**config.mk**
```make
export PLATFORM = sky130hd
export DESIGN_NAME = cmd_frame_decoder
export DESIGN_NICKNAME = d
export VERILOG_FILES = /design/src/rtl/cmd_pkg.sv /design/src/rtl/byte_toggle_detect.sv /design/src/rtl/cmd_frame_decoder.sv
export SDC_FILE = /design/constraint.sdc
export NUM_CORES = 1
export LEC_CHECK = 0
export BUFFER_PORTS_ARGS = -buffer_cell sky130_fd_sc_hd__buf_4
export CORE_ASPECT_RATIO = 1.25
export CORE_MARGIN = 2
export CORE_UTILIZATION = 37
export CTS_BUF_LIST = sky130_fd_sc_hd__clkbuf_8
export DETAILED_ROUTE_END_ITERATION = 7
export PLACE_DENSITY = 0.62
export SETUP_SLACK_MARGIN = 0.15
export SLEW_MARGIN = 20
export SYNTH_ARGS = -nofsm -noshare
export SYNTH_HDL_FRONTEND = slang
export SYNTH_SLANG_ARGS = --single-unit
```
**constraint.sdc**
```tcl
create_clock -name clk -period 1.76 [get_ports clk]
set_clock_uncertainty 0.1 [all_clocks]
set_input_delay 0.352 -clock clk [delete_from_list [all_inputs] [get_ports clk]]
set_output_delay 0.352 -clock clk [all_outputs]
set_load 0.01 [all_outputs]
```
**src/rtl/cmd_pkg.sv**
```systemverilog
// Shared opcodes, error codes and FSM encoding for the command frame decoder.
// Frame length depends on CMD_FRAME_CHECKSUM_EN (adds a trailing XOR byte).
package cmd_pkg;

  localparam logic [5:0] OP_INIT  = 6'h00;
  localparam logic [5:0] OP_WRITE = 6'h01;
  localparam logic [5:0] OP_READ  = 6'h02;

  localparam logic [1:0] ERR_NONE    = 2'd0;
  localparam logic [1:0] ERR_OPCODE  = 2'd1;
  localparam logic [1:0] ERR_TIMEOUT = 2'd2;
  localparam logic [1:0] ERR_OVERRUN = 2'd3;

  typedef enum logic [1:0] {
    ST_IDLE    = 2'd0,
    ST_COLLECT = 2'd1,
    ST_ISSUE   = 2'd2,
    ST_WAIT_RD = 2'd3
  } state_t;

  function automatic int frame_len(input int addr_bytes);
`ifdef CMD_FRAME_CHECKSUM_EN
    return addr_bytes + 3;
`else
    return addr_bytes + 2;
`endif
  endfunction

endpackage

```
**src/rtl/byte_toggle_detect.sv**
```systemverilog
// Flags a new byte whenever the toggle flag differs from its value last cycle.
// The history register tracks the flag during reset too, so release is silent.
module byte_toggle_detect (
  input  logic clk,
  input  logic reset,
  input  logic byte_finished,
  output logic new_byte
);

  logic prev_finished;

  always_ff @(posedge clk) begin
    prev_finished <= byte_finished;
  end

  assign new_byte = !reset && (byte_finished ^ prev_finished);

endmodule

```
**src/rtl/cmd_frame_decoder.sv**
```systemverilog
// Assembles opcode/address/data frames from a toggled byte stream, issues one bus
// command per frame and stages a response byte. Optional: CMD_FRAME_CHECKSUM_EN.
module cmd_frame_decoder
  import cmd_pkg::*;
#(
  parameter int         ADDR_BYTES     = 2,
  parameter int         TIMEOUT_CYCLES = 1024,
  parameter logic [7:0] ACK_BYTE       = 8'hA5,
  parameter logic [7:0] ERR_BYTE       = 8'hEE
) (
  input  logic                    clk,
  input  logic                    reset,
  input  logic [7:0]              in_byte,
  input  logic                    byte_finished,
  output logic [7:0]              out_byte,
  output logic                    cmd_valid,
  input  logic                    cmd_ready,
  output logic [5:0]              cmd_op,
  output logic [8*ADDR_BYTES-1:0] cmd_addr,
  output logic [7:0]              cmd_data,
  input  logic                    rd_valid,
  input  logic [7:0]              rd_data,
  output logic                    busy,
  output logic                    err_pulse,
  output logic [1:0]              err_code
);

  localparam int AW        = 8 * ADDR_BYTES;
  localparam int FRAME_LEN = frame_len(ADDR_BYTES);
  localparam int TW        = $clog2(TIMEOUT_CYCLES);

  localparam logic [3:0]    LAST_IDX = 4'(FRAME_LEN - 1);
  localparam logic [3:0]    ADDR_END = 4'(ADDR_BYTES);
  localparam logic [TW-1:0] TMO_LAST = TW'(TIMEOUT_CYCLES - 1);

  logic new_byte;

  state_t        state_reg, state_next;
  logic [5:0]    opcode_reg, opcode_next;
  logic [3:0]    byte_idx_reg, byte_idx_next;
  logic [AW-1:0] addr_reg, addr_next;
  logic [AW-1:0] addr_shift;
  logic [TW-1:0] tmo_reg, tmo_next;
  logic [7:0]    out_byte_reg, out_byte_next;
  logic          cmd_valid_reg, cmd_valid_next;
  logic [5:0]    cmd_op_reg, cmd_op_next;
  logic [AW-1:0] cmd_addr_reg, cmd_addr_next;
  logic [7:0]    cmd_data_reg, cmd_data_next;
  logic          err_pulse_reg, err_pulse_next;
  logic [1:0]    err_code_reg, err_code_next;
  logic [7:0]    final_data;
  logic          csum_bad;

  byte_toggle_detect u_toggle (
    .clk           (clk),
    .reset         (reset),
    .byte_finished (byte_finished),
    .new_byte      (new_byte)
  );

  // Address bytes arrive MSB first, so each one shifts in from the bottom.
  generate
    if (ADDR_BYTES == 1) begin : g_addr_one
      assign addr_shift = in_byte;
    end else begin : g_addr_many
      assign addr_shift = {addr_reg[AW-9:0], in_byte};
    end
  endgenerate

`ifdef CMD_FRAME_CHECKSUM_EN
  localparam logic [3:0] DATA_IDX = 4'(ADDR_BYTES + 1);

  logic [7:0] data_reg, data_next;
  logic [7:0] csum_reg, csum_next;

  // The data byte is no longer last, so hold it until the checksum arrives.
  always_comb begin
    data_next = data_reg;
    csum_next = csum_reg;
    if (new_byte) begin
      if (state_reg == ST_IDLE) begin
        csum_next = in_byte;
      end else if (state_reg == ST_COLLECT) begin
        csum_next = csum_reg ^ in_byte;
        if (byte_idx_reg == DATA_IDX) data_next = in_byte;
      end
    end
  end

  always_ff @(posedge clk) begin
    if (reset) begin
      data_reg <= 8'h00;
      csum_reg <= 8'h00;
    end else begin
      data_reg <= data_next;
      csum_reg <= csum_next;
    end
  end

  assign final_data = data_reg;
  assign csum_bad   = (in_byte != csum_reg);
`else
  assign final_data = in_byte;
  assign csum_bad   = 1'b0;
`endif

  always_comb begin
    state_next     = state_reg;
    opcode_next    = opcode_reg;
    byte_idx_next  = byte_idx_reg;
    addr_next      = addr_reg;
    tmo_next       = tmo_reg;
    out_byte_next  = out_byte_reg;
    cmd_valid_next = cmd_valid_reg;
    cmd_op_next    = cmd_op_reg;
    cmd_addr_next  = cmd_addr_reg;
    cmd_data_next  = cmd_data_reg;
    err_pulse_next = 1'b0;
    err_code_next  = err_code_reg;

    case (state_reg)
      ST_IDLE: begin
        tmo_next = '0;
        if (new_byte) begin
          opcode_next   = in_byte[7:2];
          byte_idx_next = 4'd1;
          addr_next     = '0;
          state_next    = ST_COLLECT;
        end
      end

      ST_COLLECT: begin
        // A byte landing on the expiry cycle still counts; the timer just restarts.
        if (new_byte) begin
          tmo_next      = '0;
          byte_idx_next = byte_idx_reg + 4'd1;
          if (byte_idx_reg <= ADDR_END) addr_next = addr_shift;
          if (byte_idx_reg == LAST_IDX) begin
            if ((opcode_reg > OP_READ) || csum_bad) begin
              err_pulse_next = 1'b1;
              err_code_next  = ERR_OPCODE;
              out_byte_next  = ERR_BYTE;
              state_next     = ST_IDLE;
            end else begin
              cmd_valid_next = 1'b1;
              cmd_op_next    = opcode_reg;
              cmd_addr_next  = addr_reg;
              cmd_data_next  = (opcode_reg == OP_WRITE) ? final_data : 8'h00;
              state_next     = ST_ISSUE;
            end
          end
        end else if (tmo_reg == TMO_LAST) begin
          tmo_next       = '0;
          err_pulse_next = 1'b1;
          err_code_next  = ERR_TIMEOUT;
          out_byte_next  = ERR_BYTE;
          state_next     = ST_IDLE;
        end else begin
          tmo_next = tmo_reg + TW'(1);
        end
      end

      ST_ISSUE: begin
        if (cmd_ready) begin
          cmd_valid_next = 1'b0;
          if (cmd_op_reg == OP_READ) begin
            state_next = ST_WAIT_RD;
          end else begin
            out_byte_next = ACK_BYTE;
            state_next    = ST_IDLE;
          end
        end
      end

      ST_WAIT_RD: begin
        if (rd_valid) begin
          out_byte_next = rd_data;
          state_next    = ST_IDLE;
        end
      end

      default: state_next = ST_IDLE;
    endcase

    // Bytes arriving while a command is in flight are dropped, not queued.
    if (new_byte && (state_reg == ST_ISSUE || state_reg == ST_WAIT_RD)) begin
      err_pulse_next = 1'b1;
      err_code_next  = ERR_OVERRUN;
    end
  end

  always_ff @(posedge clk) begin
    if (reset) begin
      state_reg     <= ST_IDLE;
      opcode_reg    <= 6'h00;
      byte_idx_reg  <= 4'd0;
      addr_reg      <= '0;
      tmo_reg       <= '0;
      out_byte_reg  <= 8'h00;
      cmd_valid_reg <= 1'b0;
      cmd_op_reg    <= 6'h00;
      cmd_addr_reg  <= '0;
      cmd_data_reg  <= 8'h00;
      err_pulse_reg <= 1'b0;
      err_code_reg  <= ERR_NONE;
    end else begin
      state_reg     <= state_next;
      opcode_reg    <= opcode_next;
      byte_idx_reg  <= byte_idx_next;
      addr_reg      <= addr_next;
      tmo_reg       <= tmo_next;
      out_byte_reg  <= out_byte_next;
      cmd_valid_reg <= cmd_valid_next;
      cmd_op_reg    <= cmd_op_next;
      cmd_addr_reg  <= cmd_addr_next;
      cmd_data_reg  <= cmd_data_next;
      err_pulse_reg <= err_pulse_next;
      err_code_reg  <= err_code_next;
    end
  end

  assign out_byte  = out_byte_reg;
  assign cmd_valid = cmd_valid_reg;
  assign cmd_op    = cmd_op_reg;
  assign cmd_addr  = cmd_addr_reg;
  assign cmd_data  = cmd_data_reg;
  assign err_pulse = err_pulse_reg;
  assign err_code  = err_code_reg;
  assign busy      = (state_reg != ST_IDLE);

endmodule

```
---- Word-level counts from Yosys, hierarchy flattened ----
Cells that the tools add are included.
storage, ports and cells
  register bits ........................... 81
  input bits .............................. 21
  output and inout bits ................... 43
  logic and storage cells ................. 103
cells by class
  $add $sub $neg .......................... 2
  $lt $le $gt $ge ......................... 2
  equal/unequal tests ..................... 20
  mux-type cells .......................... 45
  bitwise logic cells ..................... 2
  reduce and logical (&&, ||, !) cells .... 19
operators with widths
  operator                 number
  $mux W8                  8
  $mux W16                 3
  $pmux W16 S2             1
  $mux W2                  14
  $pmux W8 S3              1
  $mux W10                 2
  $pmux W10 S2             1
  $ne A2 B2 Y1 const B     8
  $reduce_and A4 Y1        3
  $add A10 B1 Y10 const B  1
  $eq A10 B10 Y1 const B   1
  $mux W1                  10
  $reduce_and A5 Y1        2
  $ne A3 B3 Y1 const B     3
  $mux W4                  2
  $pmux W2 S4              1
  $pmux W4 S2              1
  $reduce_bool A2 Y1       4
  $reduce_and A7 Y1        1
  $eq A6 B1 Y1 const B     1
  $eq A6 B2 Y1 const B     1
  $gt A6 B2 Y1 const B     1
  $ne A3 B1 Y1 const B     2
  $reduce_bool A3 Y1       2
  other kinds (14)         16

---- Depth between registers and ports, before layout ----
Gate-level depths: netlist of the first run.
  word-level depth ........................ 6
  depth in mapped cells ................... 9
  gate-level depth less buffers ........... 7

---- Hierarchy ----
Synthesis of the first run repeated with hierarchy kept, for this count alone.
unflattened totals
  cell total of the unflattened synthesis .. 405
  area, all modules ....................... 3293.2 µm²
by module, submodules not included
  module              times used  cells each  area an instance (µm²)  sequential area each (µm²)
  cmd_frame_decoder   1           402         3260.6                  1601.5
  byte_toggle_detect  1           3           32.5                    20.0

---- Least setup slack after synthesis of the first run ----
No wires, ideal clock.
  path type ............................... register to register
  start ................................... register byte_idx_reg[1]
  end ..................................... register err_code_reg[1], in the netlist err_code[1]
  library setup time ...................... 0.095 ns
  arrival time ............................ 1.606 ns
  data required time ...................... 1.565 ns
  slack ................................... -0.042 ns
  stages on the path, launching flop included .. 7
  clock period less this slack ............ 1.802 ns
  cell sequence ........................... dfxtp_1 -> ha_1 -> nor3b_2 -> a21boi_2 -> a21oi_1 -> or3_1 -> a221oi_1
between the ends
  word-level cells in the longest chain between the ends .. 3
RTL lines
  element                      RTL line                  source
  from (decl)                  cmd_frame_decoder.sv:40   logic [3:0] byte_idx_reg, byte_idx_next;
  from (signal assigned)       cmd_frame_decoder.sv:209  byte_idx_reg <= byte_idx_next;
  $eq A4 B2 Y1                 cmd_frame_decoder.sv:138  if (byte_idx_reg == LAST_IDX) begin
  $ne A3 B1 Y1 (no line)       n/a
  $reduce_and A4 Y1 (no line)  n/a
  to (signal assigned)         cmd_frame_decoder.sv:218  err_code_reg <= err_code_next;
  to (decl)                    cmd_frame_decoder.sv:50   logic [1:0] err_code_reg, err_code_next;
No other way between the ends.
A chain may end at the register's enable or synchronous reset.

---- Final worst setup path of the first run ----
  start ................................... register byte_idx_reg[0]
  end ..................................... register err_code_reg[1], in the netlist err_code[1]
The elaborated chain is that of the path after synthesis.

==> results.cfg, run 1 <==
[critical_path]
cp_slowest_stage_delay_ps = 370
critPathBufInv = 0
slowest_stage = dfxtp_4
path_max_fanout = 3
critPathLaunchType = flip-flop
critical-path-top-delay-family = compound AO/OA/AOI/OAI gates
cp.required_ps = 1940
cp.arrival_ps = 1940
end_kind = flip-flop
crit_chain = ha_4 > nor3b_4 > a21boi_4 > a21oi_2 > or3_4 > a221oi_2
worstSetupPathType = flip-flop to flip-flop

[global_routing]
grt_pass1_vias = 2963
antenna_found_initial = 0
grt_max_degree = 57
grt_pass1_wl_um = 14180
grt_overflow = 0
grt_use_total_pct = 19.04

[logic_synthesis]
synth_edf_count = 0
syn_nets = 406
ys_seq_elements = 81
synth_area_um2 = 3294
syn_avg_cell_area_um2 = 8.624
async_reset_ff_share_pct = 0
synth_top_area_share_pct = 49.22
synth_top_area_cell = dfxtp_1
ys_types = 49
ys.flop_type = dfxtp_1
synth-seq-area-share_pct = 49.22
synth_area_leaders = dfxtp_1, nand2_1, a21oi_1, nand3_1, mux2i_1
yosys_warnings = 0
syn_inst = 382

[layout]
layout.nets = 515
n_fill_cell = 729
stdcell_area_um2 = 5211
multi_input_comb_area_um2 = 2048
area_growth_pct = 58.18
antenna_cells = 0
ff_latch_area_um2 = 1648
utilization_pct = 60.22
drive_gt1_share_pct = 51.52

[placement]
portBuffers = 63
place_congestion = 0.7795
place_area_um2 = 4090
dp_slack_ps = -123.6
hpwl_um = 5773

[timing]
max_freq_mhz = 569.7
tightest_slew_ps = 686.1
tns_ps = 0
setup_viol = 0
slew_headroom_pct = 54.26
hold_viol_final = 0
postLayoutSetupSlackWorst_ps = 4.576
rsz0062_at_grt = true
post-route-period-util_pct = 99.74
fin_crit_ps = 1755
holdWs_ps = 50.43
slew_violations = 0

[power_and_ir_drop]
p_leak_nw = 2.061
powerDensity_nw_per_um2 = 706.4
ir_drop_mv = 0.3386

[clock_network]
cts.clk_slew.worst_paths_ps = 90
cts_tree = done
clk_latency_ps = 360
cts-root-buf = clkbuf_8
hold_buffers = 0
cts_made_buffers = 9
max-clock-path-buffers = 2
htreeDepth = 3
cts.sinks = 81

[floorplan]
num_rows = 38
initial_core_util_pct = 38.07
die_w_um = 88.40
core-area_um2 = 8653
io_pins = 64
die_area_um2 = 9680
fp.dieH_um = 109.5

[outcome]
status = completed

[route]
route.detailed.drc = 0
ant_nets = 0
drt_iter0_drc = 146
via_per_inst = 5.179
wire_per_inst_um = 15.73
dr.pass1.iters = 4
dr_total_vias = 3185
drt_wl_total_um = 9673

[min_path]
hp-class = primary input to flip-flop

[flow_run]
drv_cap = 0
worst paths after layout:
kind / start / end / slack, ps / cells after the start
max: byte_idx_reg[0] / err_code[1] / 5 / 6
min: byte_finished / u_toggle.prev_finished / 50 / 1
max reg2reg: byte_idx_reg[0] / err_code[1] / 5 / 6
min reg2reg: cmd_addr[9] / cmd_addr[9] / 350 / 2
logic make-up (layout without fill, tap and decap cells):
logic type	after synthesis	in the layout	synth area share, %
simple gates	163	164	23.78
buf+inv	32	144	4.975
flops	81	81	49.22
xor+xnor	1	1	0.4939
compound gates	93	93	17.62
mux	9	9	2.773
fa+ha+maj	3	3	1.140
placed cells by master, fill, tap and decap left out, drive strengths merged, types with 7 or more instances in the layout:
cell    count
nand3      31
buf       121
o21ai      11
nor2       20
dfxtp      81
a21oi      56
a311oi      7
clkbuf     11
nand2      78
mux2i       8
cell usage after synthesis, types with 3 or more instances:
cell type  instances
inv_1              4
nor2_1            16
o221a_1            3
nand3_1           31
or3_1              5
o211a_1            3
dfxtp_1           81
o21ai_0            9
ha_1               3
a21oi_1           56
a21o_1             3
nor3_1             5
a311oi_1           7
nor2b_1            5
clkbuf_1          13
buf_6              4
nand4_1            3
and3_1             6
mux2i_1            8
nand2_1           78
buf_2              5
area by class of cell:
type,count,share of cell area [%]
clock inverter,6,1.321
clock buffer,9,2.377
timing repair buffer,123,21.82
multi-input combinational,270,39.30
inverter,6,0.6723
sequential,81,31.62
tap,120,2.881
repair_timing:
item,in CTS,in global routing
endpoints found under the setup margin,74,79
pin swaps,52,45
buffers inserted,10,12
cloned,3,3
resized for setup,106,59
hold endpoints to repair,0,0
metal layers:
layer	share of wire [%]	GRT usage, %	wire length [um]	up-vias
li1	-	-	-	1556
met1	42	23.15	4044	1562
met2	53	32.49	5112	48
met3	2.8	4.279	272	19
met4	2.5	7.359	244	0
met5	0	0	0	-
where the power goes:
part           total, W  leakage [nW]  switching [W]  internal, W
clock network   0.00137        0.0957       0.000719     0.000655
registers       0.00189         0.662      0.0000266      0.00186
logic          0.000421          1.30       0.000233     0.000188
total           0.00368          2.06       0.000979      0.00270
stage by stage:
step,power (W),std cells
6_report,0.003681,615
5_1_grt,0.003799,615
4_1_cts,0.003634,600
3_5_place_dp,0.002246,572
3_3_place_gp,0.002241,572
2_1_floorplan,0.002108,382
Power figures use the tool's default switching activity.
==> run 2, diff against run 1 <==
- CORE_UTILIZATION: 37 -> 51
- PLACE_DENSITY: 0.62 -> 0.8
- REMOVE_ABC_BUFFERS: unset -> 1
==> run 2 against run 1 <==
  * The flow now finishes with violations (negative setup slack)
  * Routed wire length increased by 17%
  * Register-to-register slack got worse by 120 ps
  * Final area decreased by 1.8%
  * Core utilization increased by 22 points
  * Cell count decreased by 6.2%
  * Sequential power about the same
  * Critical path depth increased by 2
  * First-iteration DRC count increased by 50%
  * Non-clock buffer count decreased by 4
  * Critical path type unchanged
  * Critical endpoint is now cmd_data[0]
==> results.cfg, run 2 (same netlist as run 1, synthesis figures left out) <==
[layout]
drive_gt1_share_pct = 53.66
final_common_cell = buf_4
area_growth_pct = 55.37
layout.nets = 511
antenna_cells = 0
stdcell_area_um2 = 5119
utilization_pct = 82.48
layout_common_cells = buf_4, dfxtp_1, nand2_1

[floorplan]
die_w_um = 75.89
initial_core_util_pct = 53.08
core-area_um2 = 6206
io_pins = 64
fp.dieH_um = 93.86
num_rows = 32
die_area_um2 = 7123

[placement]
place_congestion = 0.8323
hpwl_um = 5497
place_area_um2 = 3995
portBuffers = 63

[flow_run]
drv_cap = 0

[global_routing]
antenna_found_initial = 0
grt_pass1_vias = 3146
grt_max_degree = 64
grt_use_total_pct = 26.11
grt_overflow = 0
use_met2_pct = 47.05
grt_use_met1_pct = 27.33
top_usage_layer = met2
grt_pass1_wl_um = 14080
met3_usage_pct = 6.438

[timing]
tightest_slew_ps = 585.7
holdWs_ps = 47.78
slew_violations = 0
slew_headroom_pct = 60.96
postLayoutSetupSlackWorst_ps = -111.2
post-route-period-util_pct = 106.3
rsz0062_at_grt = true
tns_ps = -1180
fin_crit_ps = 1871
hold_viol_final = 0
max_freq_mhz = 534.4
setup_viol = 30

[clock_network]
cts_tree = done
cts.clk_slew.worst_paths_ps = 90
cts.sinks = 81
clk_latency_ps = 360
max-clock-path-buffers = 2
htreeDepth = 3
cts_made_buffers = 9
cts-root-buf = clkbuf_8

[power_and_ir_drop]
ir_drop_mv = 0.6548
powerDensity_nw_per_um2 = 714.7
total_power_w = 0.003659
p_leak_nw = 1.893

[critical_path]
cp.arrival_ps = 2070
critical_path.reg2reg.endpoint = cmd_data[0]
cp.depth = 8
path_max_fanout = 10
worstSetupPathType = flip-flop to flip-flop
end_kind = flip-flop
critPathLaunchType = flip-flop
critical-path-top-delay-family = simple AND/OR/NAND/NOR gates
critPathBufInv = 3
crit_chain = ha_4 > nor3b_4 > buf_4 > buf_6 > and4_4 > clkbuf_16 > nand3_1 > a21oi_1
r2r-start = byte_idx_reg[0]
reg2reg_slack_ps = -110
slowest_stage = dfxtp_4
cp.required_ps = 1960
r2r_cells = 8
cp_slowest_stage_delay_ps = 380

[min_path]
hold_path_end = u_toggle.prev_finished
hp-class = primary input to flip-flop
min_path_cells = 1
min_from = byte_finished

[route]
dr.pass1.iters = 5
via_per_inst = 5.886
drt_iter0_drc = 219
ant_nets = 0
route.detailed.drc = 0
dr_total_vias = 3396
drt_wl_total_um = 11330
wire_per_inst_um = 19.63

[outcome]
violations = negative setup slack
status = complete, but fails checks
==> run 2: stage by stage <==
stage | cells | worst slack [ps]
2_1_floorplan | 356 | -700.6
3_3_place_gp | 534 | -96.66
3_5_place_dp | 534 | -135.7
4_1_cts | 557 | 28.91
5_1_grt | 577 | -169.8
6_report | 577 | -111.2
==> run 2: cell type report <==
cell class / count / area (um^2)
inverter: 6 / 33.78
multi-input combinational: 270 / 2063
clock buffer: 10 / 137.6
timing repair buffer: 119 / 1079
clock inverter: 6 / 52.55
sequential: 81 / 1647
tap: 85 / 106.4
fill: 330 / 1087
==> run 2: repair_timing <==
item | in CTS | in global routing
pin swaps | 38 | 50
setup buffers | 5 | 15
hold buffers | 0 | 0
gates cloned | 2 | 5
gates resized for setup | 66 | 100
endpoints found under the setup margin | 77 | 81
==> run 2: where the power goes <==
| part | switching, W | total (W) | internal, W |
|---|---|---|---|
| logic | 0.000250 | 0.000453 | 0.000203 |
| clock network | 0.000744 | 0.00131 | 0.000567 |
| registers | 0.0000323 | 0.00189 | 0.00186 |
==> run 2: how the worst max path moves through the flow <==
stage	start	end
floorplan	state_reg[0]	err_code[1]
global placement	reset	err_code[0]
detailed placement	byte_finished	out_byte[5]
CTS	byte_idx_reg[0]	err_code[1]
global route	byte_idx_reg[0]	cmd_data[0]
finish	byte_idx_reg[0]	cmd_data[0]
==> run 2: worst register-to-register path, cell delays in order, from the launching register on <==
cell and delay (ps):
dfxtp_4 380, ha_4 150, nor3b_4 200, buf_4 150, buf_6 90, and4_4 300, clkbuf_16 190, nand3_1 100
a21oi_1 170
==> run 2: layer usage <==
layer	vias to the layer above	routed length (um)
met4	0	397
met3	43	626
met1	1631	4140
li1	1556	-
met5	-	0
met2	166	6161
==> run 3, diff against run 2 <==
- CORE_UTILIZATION: 51 -> 49
- CTS_BUF_LIST: sky130_fd_sc_hd__clkbuf_8 -> sky130_fd_sc_hd__clkbuf_16
- GPL_ROUTABILITY_DRIVEN: unset -> 0
- PLACE_DENSITY: 0.8 -> 0.78
==> run 3 against run 2 <==
  * The flow still finishes with violations (negative setup slack)
  * Count of clock-buffer cells in the layout decreased by 1
  * Die area increased by 3.9%
  * Final area grew 0.29%
  * Worst setup slack improved by 48 ps
  * Core utilization down 3.8 points
  * Cell count increased by 0.87%
  * Combinational power decreased by 5.1%
  * Global-route usage fell by 2.2 points
  * First-iteration DRC count shrank 6.4%
  * Critical endpoint is now cmd_addr[5]
  * Largest cell class unchanged
  * Largest power group is now the clock network
  * Highest routed layer unchanged
==> results.cfg, run 3 (same netlist as run 1, synthesis figures left out) <==
[power_and_ir_drop]
p_leak_nw = 1.964
powerDensity_nw_per_um2 = 861.7
ir_drop_mv = 0.7056

[clock_network]
cts.clk_slew.worst_paths_ps = 60
cts_made_buffers = 9
clk_latency_ps = 330
htreeDepth = 3
cts-root-buf = clkbuf_16
hold_buffers = 0
cts.sinks = 81
max-clock-path-buffers = 2
cts_tree = done

[timing]
postLayoutSetupSlackWorst_ps = -63.52
tns_ps = -1275
post-route-period-util_pct = 103.6
rsz0062_at_grt = true
max_freq_mhz = 548.4
tightest_slew_ps = 768.7
setup_viol = 34
hold_viol_final = 0
slew_violations = 0
slew_headroom_pct = 48.76
fin_crit_ps = 1824
holdWs_ps = 82.77

[critical_path]
critical-path-top-delay-family = buffers and inverters
cp.required_ps = 1840
end_kind = flip-flop
r2r-start = state_reg[0]
reg2reg_slack_ps = -60
critPathBufInv = 4
cp_slowest_stage_delay_ps = 400
critical_path.reg2reg.endpoint = cmd_addr[5]
path_max_fanout = 8
worstSetupPathType = flip-flop to flip-flop
critPathLaunchType = flip-flop
r2r_cells = 8
crit_chain = inv_2 > nor4_4 > buf_4 > nand4_1 > buf_6 > buf_12 > nand2_4 > a21oi_1
cp.arrival_ps = 1900
slowest_stage = dfxtp_2

[placement]
portBuffers = 63
place_area_um2 = 4008
place_inst = 539
hpwl_um = 5305

[layout]
multi_input_comb_area_um2 = 1938
area_growth_pct = 55.83
drive_gt1_share_pct = 46.46
antenna_cells = 0
layout_common_cells = buf_4, dfxtp_1, nand2_1
utilization_pct = 78.69
final_common_cell = buf_4
n_fill_cell = 398
layout.nets = 514
stdcell_area_um2 = 5134
instances_no_fill = 582
ff_latch_area_um2 = 1639

[global_routing]
grt_pass1_wl_um = 13940
grt_pass1_vias = 3034
grt_overflow = 0
grt_use_total_pct = 23.95
grt_max_degree = 70
antenna_found_initial = 0

[route]
via_per_inst = 5.701
ant_nets = 0
route.detailed.drc = 0
dr_total_vias = 3318
drt_wl_total_um = 10330
wire_per_inst_um = 17.75
drt_iter0_drc = 205
dr.pass1.iters = 4

[floorplan]
fp.dieH_um = 95.68
die_area_um2 = 7400
die_w_um = 77.34
core-area_um2 = 6524
io_pins = 64
num_rows = 33
initial_core_util_pct = 50.50

[min_path]
min_from = byte_finished
hold_path_end = u_toggle.prev_finished
hp-class = primary input to flip-flop
min_path_cells = 1

[outcome]
status = complete, but fails checks
violations = negative setup slack

[flow_run]
drv_cap = 0
[run 3: changes by cell type in the layout (fill, tap and decap cells not counted), sizes merged]
cell / before / now
bufinv: 0 / 3
buf: 115 / 122
inv: 6 / 7
clkinvlp: 3 / 0
nor2: 20 / 19
clkbuf: 14 / 10
[run 3: worst max-delay path by stage]
stage                           startpoint      endpoint  slack, ps  depth (start not counted)
finish                        state_reg[0]   cmd_addr[5]        -60                          8
global route                  state_reg[0]  cmd_addr[12]       -130                          8
CTS                 u_toggle.prev_finished     cmd_op[5]       0.01                          7
detailed placement           byte_finished     cmd_valid       -180                          8
global placement             byte_finished   cmd_data[6]        -90                          8
floorplan                     state_reg[0]   err_code[1]       -700                          5
[run 3: final cells by class]
cell class                      count  area share (%)
Inverter                            6          0.6337
Tap cell                           87           2.120
Clock buffer                        9           4.387
Timing Repair Buffer              123           21.03
Sequential cell                    81           31.93
Clock inverter                      7           2.145
Multi-Input combinational cell    269           37.75
[run 3: layer usage]
metal	track usage (%)	share of wire, %	up-vias
li1	-	-	1555
met1	27.69	37	1604
met2	41.96	55	130
met3	4.924	4.5	29
met4	12.50	2.7	0
met5	0	0	-
[run 3: stage by stage]
step                power [W]  setup WS [ps]
finish               0.004424         -63.52
global route         0.004565         -129.2
CTS                  0.004350        0.01421
detailed placement   0.002241         -175.7
global placement     0.002234         -94.37
floorplan            0.002062         -700.6
[run 3: what timing repair did]
item | 4_1_cts | 5_1_grt
pin swaps | 17 | 28
setup endpoints to repair | 73 | 79
setup buffers | 5 | 18
resized for setup | 74 | 74
cloned | 1 | 3
[run 3: power breakdown]
part	total [W]	internal [W]	leakage, nW	switching, W
sequential	0.00189	0.00186	0.659	0.0000301
combinational	0.000430	0.000196	1.14	0.000234
clock	0.00210	0.00137	0.166	0.000726
